File: src/rtl/bus_pkg.sv
// Shared definitions for the bus-side slaves: default widths, controller
// state encoding and the read-return port tag.
package bus_pkg;

  localparam int BUS_ADDR_W = 12;
  localparam int BUS_DATA_W = 8;

  typedef enum logic [1:0] {
    INIT_RST  = 2'd0,
    INIT_WAIT = 2'd1,
    RUN       = 2'd2
  } ctrl_state_t;

  typedef struct packed {
    logic vld;
    logic port;
  } port_tag_t;

  localparam port_tag_t TAG_NONE = '{vld: 1'b0, port: 1'b0};

endpackage

File: src/rtl/rr_arb2.sv
// Two-input round-robin arbiter. Masked requests are ignored; on a tie the
// input other than the last winner is chosen. Grant is combinational.
module rr_arb2 (
  input  logic       clk,
  input  logic       reset,
  input  logic       en,
  input  logic [1:0] req,
  input  logic [1:0] mask,
  output logic [1:0] grant
);

  logic       last;
  logic [1:0] elig;

  always_comb begin
    elig  = req & ~mask;
    grant = 2'b00;
    if (en) begin
      if (elig == 2'b11) grant = last ? 2'b01 : 2'b10;
      else               grant = elig;
    end
  end

  // Reset value 1 lets input 0 win the first tie.
  always_ff @(posedge clk or negedge reset) begin
    if (!reset)        last <= 1'b1;
    else if (grant[1]) last <= 1'b1;
    else if (grant[0]) last <= 1'b0;
  end

endmodule

File: src/rtl/bram_arb_ctrl.sv
// BRAM controller: runs the BRAM reset sequence, then shares the single BRAM
// port between two requesters with round-robin arbitration and tagged reads.
module bram_arb_ctrl
  import bus_pkg::*;
#(
  parameter int ADDR_W     = BUS_ADDR_W,
  parameter int DATA_W     = BUS_DATA_W,
  parameter int RD_LAT     = 2,
  parameter int RST_CYCLES = 3
) (
  input  logic              clk,
  input  logic              reset,
  input  logic              m0_req,
  input  logic              m0_we,
  input  logic [ADDR_W-1:0] m0_addr,
  input  logic [DATA_W-1:0] m0_wdata,
  output logic              m0_gnt,
  output logic              m0_rvalid,
  output logic [DATA_W-1:0] m0_rdata,
  input  logic              m1_req,
  input  logic              m1_we,
  input  logic [ADDR_W-1:0] m1_addr,
  input  logic [DATA_W-1:0] m1_wdata,
  output logic              m1_gnt,
  output logic              m1_rvalid,
  output logic [DATA_W-1:0] m1_rdata,
  output logic              ready,
  output logic              bram_rsta,
  output logic              bram_ena,
  output logic              bram_wea,
  output logic [ADDR_W-1:0] bram_addra,
  output logic [DATA_W-1:0] bram_dina,
  input  logic [DATA_W-1:0] bram_douta,
  input  logic              bram_rsta_busy
);

  localparam int CNT_W = $clog2(RST_CYCLES + 1) + 1;

  ctrl_state_t       state, state_n;
  logic [CNT_W-1:0]  cnt, cnt_n;
  logic              rsta_nxt;
  logic [1:0]        grant;
  logic              sel_we;
  logic [ADDR_W-1:0] sel_addr;
  logic [DATA_W-1:0] sel_wdata;
  port_tag_t         issue_tag;
  port_tag_t         rd_pipe [RD_LAT];
  port_tag_t         rd_out;

  rr_arb2 u_arb (
    .clk   (clk),
    .reset (reset),
    .en    (state == RUN),
    .req   ({m1_req, m0_req}),
    .mask  ({m1_gnt, m0_gnt}),
    .grant (grant)
  );

  // INIT_WAIT uses cnt as a "one cycle already spent" flag.
  always_comb begin
    state_n  = state;
    cnt_n    = cnt;
    rsta_nxt = 1'b0;
    case (state)
      INIT_RST: begin
        if (cnt == CNT_W'(RST_CYCLES)) begin
          state_n = INIT_WAIT;
          cnt_n   = '0;
        end else begin
          rsta_nxt = 1'b1;
          cnt_n    = cnt + CNT_W'(1);
        end
      end
      INIT_WAIT: begin
        if (cnt != '0 && !bram_rsta_busy) state_n = RUN;
        else                              cnt_n   = CNT_W'(1);
      end
      RUN:     state_n = RUN;
      default: state_n = INIT_RST;
    endcase
  end

  always_comb begin
    sel_we    = m0_we;
    sel_addr  = m0_addr;
    sel_wdata = m0_wdata;
    if (grant[1]) begin
      sel_we    = m1_we;
      sel_addr  = m1_addr;
      sel_wdata = m1_wdata;
    end
  end

  always_ff @(posedge clk or negedge reset) begin
    if (!reset) begin
      state     <= INIT_RST;
      cnt       <= '0;
      ready     <= 1'b0;
      bram_rsta <= 1'b0;
    end else begin
      state     <= state_n;
      cnt       <= cnt_n;
      ready     <= (state_n == RUN);
      bram_rsta <= rsta_nxt;
    end
  end

  // Issue stage: grant and BRAM port command leave on the same edge.
  always_ff @(posedge clk or negedge reset) begin
    if (!reset) begin
      m0_gnt     <= 1'b0;
      m1_gnt     <= 1'b0;
      bram_ena   <= 1'b0;
      bram_wea   <= 1'b0;
      bram_addra <= '0;
      bram_dina  <= '0;
      issue_tag  <= TAG_NONE;
    end else begin
      m0_gnt    <= grant[0];
      m1_gnt    <= grant[1];
      bram_ena  <= |grant;
      bram_wea  <= (|grant) & sel_we;
      issue_tag <= '{vld: (|grant) & ~sel_we, port: grant[1]};
      if (|grant) begin
        bram_addra <= sel_addr;
        bram_dina  <= sel_we ? sel_wdata : '0;
      end
    end
  end

  assign rd_out = rd_pipe[RD_LAT-1];

  // Return stage: the tag tracks the read through the BRAM output latency.
  always_ff @(posedge clk or negedge reset) begin
    if (!reset) begin
      for (int i = 0; i < RD_LAT; i++) rd_pipe[i] <= TAG_NONE;
      m0_rvalid <= 1'b0;
      m1_rvalid <= 1'b0;
      m0_rdata  <= '0;
      m1_rdata  <= '0;
    end else begin
      rd_pipe[0] <= issue_tag;
      for (int i = 1; i < RD_LAT; i++) rd_pipe[i] <= rd_pipe[i-1];
      m0_rvalid <= rd_out.vld & ~rd_out.port;
      m1_rvalid <= rd_out.vld & rd_out.port;
      if (rd_out.vld && !rd_out.port) m0_rdata <= bram_douta;
      if (rd_out.vld &&  rd_out.port) m1_rdata <= bram_douta;
    end
  end

endmodule

File: config.mk
export PLATFORM = sky130hd
export DESIGN_NAME = bram_arb_ctrl
export DESIGN_NICKNAME = d
export VERILOG_FILES = /design/src/rtl/bus_pkg.sv /design/src/rtl/rr_arb2.sv /design/src/rtl/bram_arb_ctrl.sv
export SDC_FILE = /design/constraint.sdc
export NUM_CORES = 1
export LEC_CHECK = 0
export BUFFER_PORTS_ARGS = -buffer_cell sky130_fd_sc_hd__buf_2
export CORE_MARGIN = 2
export CORE_UTILIZATION = 42
export DETAILED_ROUTE_END_ITERATION = 10
export GPL_ROUTABILITY_DRIVEN = 0
export PLACE_DENSITY_LB_ADDON = 0.1
export SYNTH_ARGS = -nofsm -noshare
export SYNTH_HDL_FRONTEND = slang
export SYNTH_HIERARCHICAL = 1
export SYNTH_SLANG_ARGS = --single-unit
export TNS_END_PERCENT = 50
File: constraint.sdc
create_clock -name clk -period 4.1 [get_ports clk]
set_clock_uncertainty 0.05 [all_clocks]
set_input_delay 0.41 -clock clk [delete_from_list [all_inputs] [get_ports clk]]
set_output_delay 0.41 -clock clk [all_outputs]
set_load 0.03 [all_outputs]
======== Yosys cells after proc, flatten, opt, wreduce, memory -nomap -nowiden ========
Cells that the tools add are included.
word-level totals
  bits in registers ....................... 55
  word-level logic and storage cells ...... 63
  bits of input ports ..................... 55
operators by class
  $add $sub $neg .......................... 1
  reduce and logical (&&, ||, !) cells .... 11
  mux-type cells .......................... 17
  eq/ne operators ......................... 6
  bitwise logic cells ..................... 8
operators by type and width
  operator                                                         number
  8-bit 2-to-1 mux                                                 2
  12-bit 2-to-1 mux                                                1
  2-bit 2-to-1 mux                                                 5
  2-bit == test, second input constant                             3
  3-bit 2-to-1 mux                                                 2
  2-bit case mux with 3 select lines                               1
  3-bit case mux with 2 select lines                               1
  1-bit 2-to-1 mux                                                 5
  1-bit AND                                                        4
  2-bit nonzero test                                               2
  3-bit by 1-bit adder with 3-bit output, second input constant    1
  3-bit by 2-bit == test with 1-bit output, second input constant  1
  1-bit logical AND                                                3
  3-bit nonzero test                                               1
  2-bit AND                                                        1
  2-bit by 1-bit == test with 1-bit output, second input constant  1
  1-bit logical NOT                                                2
  2-bit logical NOT                                                1
  2-bit != test, second input constant                             1
  1-bit NOT                                                        2
  2-bit NOT                                                        1
  2-bit AND reduction                                              1
  2-bit OR reduction                                               1

======== Logic depth before layout (Yosys ltp) ========
Gate-level depths: netlist (run 1).
  depth in word-level cells ............... 8
  gate-level depth with buffers ........... 8

======== Cells and area by module ========
Netlist (run 1), hierarchy kept.
modules (own cells, without submodules)
  module         instances  sequential area each (um^2)  cells each  area an instance (um^2)
  bram_arb_ctrl  1          1,351.3                      165         2,158.3
  rr_arb2        1          26.3                         8           75.1

======== Worst setup path after synthesis (run 1) ========
No wires, ideal clock.
  path type ............................... reg2reg
  start ................................... reg, netlist name issue_tag[0]
  end ..................................... reg bram_dina[0]
  period minus slack after synthesis ...... 1,771 ps
  slack ................................... 2,329 ps
  arrival time ............................ 1,595 ps
  library setup time ...................... 126 ps
  cell stages (with the launch flop) ...... 8
  path through ............................ dfrtp_1 nand3b_1 a31oi_1 buf_4 inv_2 and3_4 buf_6 a221o_1
RTL lines
  item                  line                  text
  to (signal assigned)  bram_arb_ctrl.sv:126  bram_dina <= sel_we ? sel_wdata : '0;
  to (decl)             bram_arb_ctrl.sv:32   output logic [DATA_W-1:0] bram_dina,

======== Worst setup path after layout (run 1) ========
  start ................................... reg state[0]
  end ..................................... reg bram_dina[3]
between the ends
  longest elaborated chain between the ends .. 4
  elaborated cells between the ends (all ways) .. 6
  those cells by class .................... eq/ne: 1; mux: 4; reduce/logical: 1
RTL lines
  item                                                  line                  text
  from (decl)                                           bram_arb_ctrl.sv:39   ctrl_state_t state, state_n;
  from (signal assigned)                                bram_arb_ctrl.sv:101  state <= state_n;
  2-bit == test (*)                                     bram_arb_ctrl.sv:53   .en (state == RUN),
  2-bit 2-to-1 mux (*)                                  rr_arb2.sv:18         if (en) begin
  via grant[1]                                          bram_arb_ctrl.sv:42   logic [1:0] grant;
  8-bit 2-to-1 mux or 1-bit 2-to-1 mux (tied branches)  bram_arb_ctrl.sv:87   if (grant[1]) begin
  8-bit 2-to-1 mux                                      bram_arb_ctrl.sv:126
Mark *: on every way through the listed nets, which the timed path passes. The rest lies on a longest branch.
A chain may end at the register's enable or synchronous reset.

==> results.yml, run 1 <==
outcome:
  status: "complete, no violations"
critical_path:
  register_to_register_setup_slack_ns: 1.82
  cp.buffers_inverters: 0
  worst_path_cell_with_the_longest_stage_delay: "sky130_fd_sc_hd__a31oi_2"
  crit_fanout: 21
  timing_worst_setup_path_type: "reg -> reg"
  rr_endpoint: "bram_dina[3]"
  worstPathCellList: "nor2b_1, nand3b_1, a31oi_2, nor2_2, a221o_1"
  launch_instance_of_the_worst_register_to_register_path: "state[0]"
  delay_contributed_by_the_slowest_stage_of_the_critical_path_ns: 0.72
  critical_path.top_delay_family: "compound AO/OA/AOI/OAI gates"
  required_time_at_the_endpoint_of_the_critical_path_ns: 4.25
  cp-start-kind: "flop"
  setup.worst_path.end_class: "flop"
  crit_arrival_ns: 2.42
  ff2ff_path_depth: 5
  number_of_logic_stages_on_the_critical_path_including_buffering: 5
sta:
  finalMaxSlewViolations: 0
  timing.final.setup_violations: 0
  hold_slack_ns: 0.164
  post-route-min-period_ns: 2.28
  finalHoldViolations: 0
  grt_setup_unrepaired: "false"
  worst_slew_pin_slew_ns: 0.880
  post-route-period-util_pct: 55.6
  maxSlewHeadroom_pct: 41.1
  maxClockFrequency_mhz: 439
  setup_total_negative_slack_ns: 0
die:
  num_rows: 26
  initial_core_util_pct: 43.7
  floorplan.die.height_um: 76.9
  die_area_um2: 5920
  die_w_um: 76.9
  number_of_ports_placed_on_the_die_boundary: 99
  fp.coreArea_um2: 5110
yosys:
  synth-simple-area-share_pct: 9.92
  synth-async-reset-ratio_pct: 100
  post_synth_instance_area_um2: 2230
  syn_nets: 230
  netlist.area_leader.share_pct: 60.5
  post_synth_fa_ha_maj_area_fraction_pct: 1.12
  synth_flop_cell: "sky130_fd_sc_hd__dfrtp_1"
  syn-instance-count: 173
  yosysWarningCount: 6
  synth.lib_cells_used.distinct: 33
  synth.largest_area_cell: "sky130_fd_sc_hd__dfrtp_1"
  synth_area_leaders: "sky130_fd_sc_hd__dfrtp_1 61%, sky130_fd_sc_hd__mux2_2 7.6%, sky130_fd_sc_hd__mux2i_1 6.3%, sky130_fd_sc_hd__o21ai_0 3.4%, sky130_fd_sc_hd__a221o_1 3.1%"
  synth_compound_gate_area_share_pct: 9.19
  yosysSeqAreaShare_pct: 61.7
  syn_area_per_cell_um2: 12.9
  main_combinational_cell_family_by_area_after_synthesis: "multiplexers"
  yosys_register_bits: 55
  synth_edf_count: 0
  multiplexer_area_fraction_after_synthesis_pct: 14.3
  yosys.area_share.xor_xnor_pct: 0
finish:
  num_antenna_cells: 0
  area_delta_synth_final_pct: 28.7
  leading_cell_types_in_the_layout_fill_and_taps_excluded: "98 x sky130_fd_sc_hd__buf_2, 54 x sky130_fd_sc_hd__dfrtp_1, 15 x sky130_fd_sc_hd__o21ai_0, 15 x sky130_fd_sc_hd__mux2_2"
  final_common_cell: "sky130_fd_sc_hd__buf_2"
  nNetsFinal: 330
  finalCoreUtilization_pct: 56.3
  final_layout_size_suffix_gt1_share_pct: 48.2
  fin_cells: 344
  finalInstanceArea_um2: 2870
clock_network:
  post-cts-setup-buffer-count: 0
  cts-htree-levels: 2
  clock_transition_at_the_registers_of_the_reported_paths_ns: 0.09
  ctsResizeCount: 0
  cts_made_buffers: 5
  clkLatencyLatePin_ns: 0.30
  cts.path.max_buffers: 2
  cts_root_buf: "sky130_fd_sc_hd__clkbuf_8"
  cts_tree: "done"
  cts.sinks: 55
  post_cts_hold_buffer_count: 0
worst_hold_path:
  holdCritPathClass: "in -> async"
routing:
  detailedRoute.firstPassIterationCount: 4
  detail_route.vias_per_cell: 4.65
  vias: 1599
  detailedRoute.firstIterationViolations: 86
  drt-wirelength-per-cell_um: 12.5
  ant_nets: 0
  wire_length_reported_by_the_detailed_router_mm: 4.29
  drc: 0
global_route:
  grt_pass1_vias: 1536
  grtUsageTotal_pct: 15.4
  grt_remaining_overflow: 0
  number_of_antenna_violations_at_the_first_check_in_global_routing: 0
  grt_first_pass_wirelength_mm: 7.16
  maximum_number_of_pins_on_one_net_before_global_route_repair: 56
power_and_ir_drop:
  leakage_power_nw: 1.50
  vdd.ir_drop.worst_v: 0.000324
  power_density_nw_per_um2: 745
placed_design:
  placed_cells_incl_taps: 336
  placement.io_buffers: 98
  hpwl_mm: 3.13
  post_dp_cell_area_um2: 2780
run:
  max_cap_viol_count: 0
==> power breakdown <==
group          switching [mW]  leakage [nW]  internal [mW]
logic                   0.620         0.755          0.349
registers               0.105         0.692          0.763
clock network           0.167        0.0482          0.137
total                   0.892          1.50           1.25
==> metrics by stage <==
step / worst slack, ns / power, mW
after floorplan: 2.33 / 1.57
after global placement: 1.89 / 1.85
after detailed placement: 1.77 / 1.86
after CTS: 1.79 / 2.17
after global routing: 1.53 / 2.29
final: 1.82 / 2.14
==> cell usage after synthesis, types with 2 or more instances <==
cell and n:
sky130_fd_sc_hd__or2_2 3, sky130_fd_sc_hd__buf_2 4, sky130_fd_sc_hd__mux2i_1 14, sky130_fd_sc_hd__a31oi_1 2, sky130_fd_sc_hd__and3_1 7, sky130_fd_sc_hd__inv_1 6, sky130_fd_sc_hd__ha_1 2, sky130_fd_sc_hd__nor2b_1 4
sky130_fd_sc_hd__buf_4 2, sky130_fd_sc_hd__a221o_1 7, sky130_fd_sc_hd__dfrtp_1 54, sky130_fd_sc_hd__o21ai_0 15, sky130_fd_sc_hd__nand2_1 14, sky130_fd_sc_hd__nor2_1 2, sky130_fd_sc_hd__nand2b_1 2, sky130_fd_sc_hd__and2_1 2
sky130_fd_sc_hd__nand3_1 2, sky130_fd_sc_hd__mux2_2 15, sky130_fd_sc_hd__buf_6 2
==> layout make-up <==
| type | instances | area (um2) |
|---|---|---|
| flip-flops and latches | 55 | 1380 |
| fillers | 445 | 2230 |
| repair buffers | 101 | 513 |
| multi-input cells | 103 | 778 |
| inverters | 7 | 26.3 |
| clock buffers | 7 | 86.3 |
| well taps | 70 | 87.6 |
| clock inverters | 1 | 5.00 |
==> registers in the layout (all words and copies together) (netlist names), 2 cells and up <==
register and cells:
bram_addra 12, bram_dina 8, cnt 3, issue_tag 2, m0_rdata 8, m1_rdata 8
rd_out 2, rd_pipe 2, state 2
==> per-layer routing <==
layer	up-vias	wire length (um)	GRT usage, %
met5	-	0	0
met4	0	66	5.45
met3	6	315	4.94
met2	56	1980	23.9
met1	733	1930	20.4
li1	804	-	-
==> worst max-delay path by stage <==
stage / to / slack [ns] / start
6_report: bram_dina[3] / 1.82 / state[0]
5_1_grt: bram_dina[7] / 1.53 / state[0]
4_1_cts: bram_dina[3] / 1.79 / state[0]
3_5_place_dp: bram_dina[3] / 1.77 / state[0]
3_3_place_gp: bram_dina[2] / 1.89 / state[0]
2_1_floorplan: bram_dina[0] / 2.33 / issue_tag[0]
==> cell families after synthesis <==
logic type / Yosys count
compound gates: 30
fa+ha+maj: 2
buf+inv: 15
flops: 55
mux: 30
simple gates: 41
Power figures use the tool's default switching activity.
==> run 2: changes to the inputs <==
--- a/config.mk
+++ b/config.mk
@@ -5,6 +5,7 @@
 export SDC_FILE = /design/constraint.sdc
 export NUM_CORES = 1
 export LEC_CHECK = 0
+export ABC_AREA = 1
 export BUFFER_PORTS_ARGS = -buffer_cell sky130_fd_sc_hd__buf_2
 export CORE_MARGIN = 2
 export CORE_UTILIZATION = 42
==> constraint.sdc (replaced) <==
create_clock -name clk -period 1.95 [get_ports clk]
set_clock_uncertainty 0.05 [all_clocks]
set_input_delay 0.195 -clock clk [delete_from_list [all_inputs] [get_ports clk]]
set_output_delay 0.195 -clock clk [all_outputs]
set_load 0.03 [all_outputs]
==> run 2 against run 1 <==
Effect of this change:
- maximum frequency rose by 40%
- cell count up 26%
- critical path depth up 7
- clock power grew to 2.5 times the previous value
==> results.yml, run 2 <==
outcome:
  status: "complete, no violations"
routing:
  detailedRoute.firstPassIterationCount: 4
  wire_length_reported_by_the_detailed_router_mm: 4.90
  drc: 0
  vias: 1940
  detailedRoute.firstIterationViolations: 100
  detail_route.vias_per_cell: 4.48
  ant_nets: 0
  drt-wirelength-per-cell_um: 11.3
yosys:
  syn-instance-count: 259
  post_synth_instance_area_um2: 2310
  synth-async-reset-ratio_pct: 100
  netlist.area_leader.share_pct: 58.6
  synth.largest_area_cell: "sky130_fd_sc_hd__dfrtp_1"
  syn_nets: 316
  synth_area_leaders: "sky130_fd_sc_hd__dfrtp_1 59%, sky130_fd_sc_hd__nand2_1 18%, sky130_fd_sc_hd__nand3_1 5.4%, sky130_fd_sc_hd__inv_1 3.7%, sky130_fd_sc_hd__o21ai_2 3.0%"
  yosys_register_bits: 55
  yosysWarningCount: 6
  synth.cells.most_frequent: "110 x sky130_fd_sc_hd__nand2_1, 54 x sky130_fd_sc_hd__dfrtp_1, 25 x sky130_fd_sc_hd__nand3_1"
  yosysSeqAreaShare_pct: 59.7
  synth_edf_count: 0
  most_common_cell_in_the_synthesized_netlist: "sky130_fd_sc_hd__nand2_1"
  synth.lib_cells_used.distinct: 20
  syn_area_per_cell_um2: 8.90
  synth_flop_cell: "sky130_fd_sc_hd__dfrtp_1"
die:
  floorplan.die.height_um: 78.1
  num_rows: 26
  die_w_um: 78.1
  fp.coreArea_um2: 5200
  die_area_um2: 6100
  initial_core_util_pct: 44.3
  number_of_ports_placed_on_the_die_boundary: 99
finish:
  area_delta_synth_final_pct: 30.0
  largest_register_by_flop_count: "bram_addra"
  num_antenna_cells: 0
  nNetsFinal: 419
  leading_cell_types_in_the_layout_fill_and_taps_excluded: "110 x sky130_fd_sc_hd__nand2_1, 98 x sky130_fd_sc_hd__buf_2, 54 x sky130_fd_sc_hd__dfrtp_1"
  largest_register_ff_count: 12
  final_common_cell: "sky130_fd_sc_hd__nand2_1"
  final_layout_size_suffix_gt1_share_pct: 35.5
critical_path:
  critical_path.top_delay_family: "simple AND/OR/NAND/NOR gates"
  cp.buffers_inverters: 5
  ff2ff_path_depth: 12
  worst_setup_path_endpoint: "bram_dina[3]"
  crit_fanout: 9
  cp-start-kind: "flop"
  required_time_at_the_endpoint_of_the_critical_path_ns: 2.10
  delay_contributed_by_the_slowest_stage_of_the_critical_path_ns: 0.39
  rr_endpoint: "bram_dina[3]"
  worstPathCellList: "inv_1, nand2_1, inv_1, inv_1, nor2_2, nand2_1, inv_2, inv_2, nand2_1, nand2_2, nand3_1, nand2_1"
  launch_instance_of_the_worst_register_to_register_path: "state[0]"
  register_to_register_setup_slack_ns: 0.33
  crit_top_cell: "sky130_fd_sc_hd__nand2_1"
  crit_arrival_ns: 1.77
  worst_path_cell_with_the_longest_stage_delay: "sky130_fd_sc_hd__dfrtp_1"
  critical_path.startpoint: "state[0]"
  setup.worst_path.end_class: "flop"
  timing_worst_setup_path_type: "reg -> reg"
  number_of_logic_stages_on_the_critical_path_including_buffering: 12
placed_design:
  placement.io_buffers: 98
  hpwl_mm: 3.75
  pre_cts_slack_ns: 0.225
power_and_ir_drop:
  leakage_power_nw: 1.75
  power_density_nw_per_um2: 1570
  vdd.ir_drop.worst_v: 0.000675
clock_network:
  post-cts-setup-buffer-count: 0
  clock_transition_at_the_registers_of_the_reported_paths_ns: 0.09
  cts.sinks: 55
  cts-htree-levels: 2
  cts_root_buf: "sky130_fd_sc_hd__clkbuf_8"
  cts_tree: "done"
  clkLatencyLatePin_ns: 0.30
  cts.path.max_buffers: 2
  cts_made_buffers: 5
global_route:
  grt_remaining_overflow: 0
  maximum_number_of_pins_on_one_net_before_global_route_repair: 23
  grt_first_pass_wirelength_mm: 8.40
  number_of_antenna_violations_at_the_first_check_in_global_routing: 0
  grt_pass1_vias: 1866
  grtUsageTotal_pct: 17.4
sta:
  maxSlewHeadroom_pct: 53.5
  post-route-period-util_pct: 83.3
  post-route-min-period_ns: 1.62
  worst_slew_pin_slew_ns: 0.697
  finalMaxSlewViolations: 0
  finalHoldViolations: 0
  maxClockFrequency_mhz: 616
  grt_setup_unrepaired: "false"
  setup_total_negative_slack_ns: 0
  final.setup.worst_slack_ns: 0.326
  timing.final.setup_violations: 0
worst_hold_path:
  holdCritPathClass: "in -> reg"
run:
  max_cap_viol_count: 0
## run 2: worst min-delay path, stage by stage
cell                      delay (ns)
sky130_fd_sc_hd__buf_2          0.07
sky130_fd_sc_hd__nand2_1        0.04
sky130_fd_sc_hd__nand3_1        0.05
## run 2: routing by layer
layer  vias to the layer above  global-route usage (%)  routed length (um)
li1                       1002                       -                   -
met1                       867                    22.0                2240
met2                        65                    28.5                2240
met3                         6                    5.40                 351
met4                         0                    6.14                  65
met5                         -                       0                   0
## run 2: logic make-up (layout without fill, tap and decap cells)
| logic type | count (synthesis) | count (layout) | synth area share (%) |
|---|---|---|---|
| AND/OR/NAND/NOR | 148 | 148 | 26.3 |
| flip-flops | 55 | 55 | 59.7 |
| buffers and inverters | 34 | 138 | 7.22 |
| AO/OA/AOI/OAI | 20 | 20 | 5.64 |
| adder cells (fa/ha/maj) | 2 | 2 | 1.09 |
## run 2: repair_timing
| action | 4_1_cts | 5_1_grt |
|---|---|---|
| gates resized for setup | 0 | 1 |
| hold endpoints to repair | 20 | 0 |
| hold buffers | 1 | 0 |
| endpoints found under the setup margin | 0 | 8 |
## run 2: area by class of cell
type                            instances  area (um2)
Inverter                               25        93.8
Tap cell                               70        87.6
Multi-Input combinational cell        170         762
Sequential cell                        55        1380
Fill cell                             507        2210
Timing Repair Buffer                  105         558
Clock inverter                          2        35.0
Clock buffer                            6        82.6
## run 2: where the power goes
group,internal [mW],switching (mW)
logic,0.654,1.46
clock network,0.416,0.354
registers,1.59,0.230
total,2.66,2.04
## run 2: stage by stage
step	instance area [um2]	total power [mW]	hold slack, ns	cells	util, %
after floorplan	2310	3.35	-0.151	259	-
final	3000	4.71	0.0448	433	57.6
after CTS	3000	4.77	0.0306	433	57.6
after detailed placement	2870	3.99	0.153	424	55.1
after global routing	3000	5.06	0.0375	433	57.6
after global placement	2870	3.96	0.156	424	55.1
## run 2: worst min-delay path by stage
stage | to | depth (start not counted) | startpoint | slack (ns)
after floorplan | bram_addra[0] | 0 | reset | -0.15
after global placement | bram_dina[7] | 1 | reset | 0.16
after detailed placement | m0_gnt | 1 | reset | 0.15
after CTS | bram_addra[9] | 3 | m0_addr[9] | 0.03
after global routing | bram_addra[9] | 3 | m0_addr[9] | 0.04
final | bram_addra[9] | 3 | m0_addr[9] | 0.04
==> run 3: changes to the inputs <==
--- a/config.mk
+++ b/config.mk
@@ -5,7 +5,7 @@
 export SDC_FILE = /design/constraint.sdc
 export NUM_CORES = 1
 export LEC_CHECK = 0
-export ABC_AREA = 1
+export ABC_AREA = 0
 export BUFFER_PORTS_ARGS = -buffer_cell sky130_fd_sc_hd__buf_2
 export CORE_MARGIN = 2
 export CORE_UTILIZATION = 42
==> constraint.sdc (replaced) <==
create_clock -name clk -period 1.5 [get_ports clk]
set_clock_uncertainty 0.05 [all_clocks]
set_input_delay 0.15 -clock clk [delete_from_list [all_inputs] [get_ports clk]]
set_output_delay 0.15 -clock clk [all_outputs]
set_load 0.03 [all_outputs]
==> run 3 against run 2 <==
Effect of this change:
- the flow now finishes with violations (negative setup slack)
- worst hold slack lost 0.028 ns
- maximum frequency shrank 0.81%
- total power grew 28%
- clock-buffer cell count shrank 1
- die area shrank 3.0%
- wire length shrank 6.5%
- global-route usage shrank 0.63 points
- core utilization grew 3.1 points
- via count shrank 10%
- critical endpoint is now bram_dina[4]
==> results.yml, run 3 (synthesis gave the netlist of run 1 again) <==
outcome:
  status: "finished with violations"
  violations_in_the_final_reports: "negative setup slack"
routing:
  drc: 0
  detailedRoute.firstPassIterationCount: 4
  vias: 1742
  detail_route.vias_per_cell: 4.76
  drt-wirelength-per-cell_um: 12.5
  detailedRoute.firstIterationViolations: 66
  ant_nets: 0
  wire_length_reported_by_the_detailed_router_mm: 4.58
die:
  initial_core_util_pct: 43.7
  num_rows: 26
  die_area_um2: 5920
  die_w_um: 76.9
  fp.coreArea_um2: 5110
  floorplan.die.height_um: 76.9
  number_of_ports_placed_on_the_die_boundary: 99
placed_design:
  placement.io_buffers: 98
  hpwl_mm: 3.39
  pre_cts_slack_ns: -0.235
sta:
  worst_slew_pin_slew_ns: 0.389
  finalMaxSlewViolations: 0
  maxSlewHeadroom_pct: 74.0
  grt_setup_unrepaired: "true"
  final.setup.worst_slack_ns: -0.138
  post-route-period-util_pct: 109
  maxClockFrequency_mhz: 611
  post-route-min-period_ns: 1.64
  timing.final.setup_violations: 21
  finalHoldViolations: 0
critical_path:
  register_to_register_setup_slack_ns: -0.14
  cp-start-kind: "flop"
  crit_arrival_ns: 1.78
  launch_instance_of_the_worst_register_to_register_path: "state[0]"
  crit_fanout: 8
  setup.worst_path.end_class: "flop"
  rr_endpoint: "bram_dina[4]"
  timing_worst_setup_path_type: "reg -> reg"
  required_time_at_the_endpoint_of_the_critical_path_ns: 1.64
  ff2ff_path_depth: 6
clock_network:
  cts_root_buf: "sky130_fd_sc_hd__clkbuf_8"
  clkLatencyLatePin_ns: 0.30
  cts.sinks: 55
  clock_transition_at_the_registers_of_the_reported_paths_ns: 0.09
  cts_tree: "done"
  cts-htree-levels: 2
  cts.path.max_buffers: 2
  cts_made_buffers: 5
finish:
  area_delta_synth_final_pct: 38.7
  num_antenna_cells: 0
  largest_register_ff_count: 12
  finalCoreUtilization_pct: 60.7
  leading_cell_types_in_the_layout_fill_and_taps_excluded: "98 x sky130_fd_sc_hd__buf_2, 52 x sky130_fd_sc_hd__dfrtp_1, 15 x sky130_fd_sc_hd__mux2_2"
  nNetsFinal: 352
  largest_register_by_flop_count: "bram_addra"
  final_layout_size_suffix_gt1_share_pct: 51.4
  final_common_cell: "sky130_fd_sc_hd__buf_2"
worst_hold_path:
  hold_end: "bram_addra[2]"
  hold_path_startpoint: "m1_addr[2]"
  whs_path_depth: 3
  holdCritPathClass: "in -> reg"
power_and_ir_drop:
  total_power_draw_mw: 6.02
  power_density_nw_per_um2: 1940
  leakage_power_nw: 1.62
  vdd.ir_drop.worst_v: 0.000813
global_route:
  maximum_number_of_pins_on_one_net_before_global_route_repair: 39
  grtUsageTotal_pct: 16.8
  grt_pass1_vias: 1707
  number_of_antenna_violations_at_the_first_check_in_global_routing: 0
  grt_remaining_overflow: 0
  grt_first_pass_wirelength_mm: 7.98
run:
  max_cap_viol_count: 0
[run 3: cell type report]
| cell class | instances | area (um2) |
|---|---|---|
| Clock inverter | 3 | 15.0 |
| Fill cell | 449 | 2010 |
| Multi-Input combinational cell | 103 | 800 |
| Timing Repair Buffer | 123 | 721 |
| Tap cell | 70 | 87.6 |
| Inverter | 7 | 26.3 |
| Sequential cell | 55 | 1380 |
| Clock buffer | 5 | 68.8 |
[run 3: how the worst max path moves through the flow]
stage	from	end	slack, ns
6_report	state[0]	bram_dina[4]	-0.14
5_1_grt	state[0]	bram_dina[7]	-0.27
4_1_cts	state[0]	bram_dina[7]	-0.17
3_5_place_dp	state[0]	bram_dina[7]	-0.24
3_3_place_gp	state[0]	bram_dina[5]	-0.21
2_1_floorplan	issue_tag[0]	bram_dina[0]	-0.22
[run 3: through the flow]
stage / std cells / hold slack [ns] / setup TNS, ns / instance area [um2]
floorplan: 173 / -0.196 / -2.99 / 2240
global placement: 347 / 0.0973 / -3.22 / 2900
detailed placement: 347 / 0.104 / -3.96 / 2900
CTS: 366 / 0.000442 / -2.47 / 3090
global route: 366 / 0.00555 / -4.79 / 3100
finish: 366 / 0.0170 / -1.91 / 3100
[run 3: metal layers]
metal / GRT usage, % / vias to the layer above / wire length [um]
li1: - / 853 / -
met1: 21.8 / 831 / 1950
met2: 28.2 / 56 / 2330
met3: 4.47 / 2 / 284
met4: 3.82 / 0 / 15
met5: 0 / - / 0
[run 3: repair_timing]
item                                   in CTS  in global routing
setup endpoints to repair                  21                 23
gates resized for setup                     8                 11
hold buffers                                6                  0
setup buffers                               6                  0
endpoints found under the hold margin      59                  0
pin swaps                                   1                  9
[run 3: where the power goes]
part / internal (mW) / total, mW / switching [mW] / leakage (nW)
clock network: 0.321 / 0.779 / 0.458 / 0.0477
registers: 2.09 / 2.36 / 0.276 / 0.688
logic: 1.11 / 2.88 / 1.77 / 0.879
[run 3: critical path, cell delays in order (launching register included)]
cell and delay [ns]:
sky130_fd_sc_hd__dfrtp_1 0.41, sky130_fd_sc_hd__nor2b_4 0.14, sky130_fd_sc_hd__nand3b_1 0.15, sky130_fd_sc_hd__a31oi_4 0.22, sky130_fd_sc_hd__inv_2 0.05, sky130_fd_sc_hd__and3_4 0.21
sky130_fd_sc_hd__a221o_1 0.29
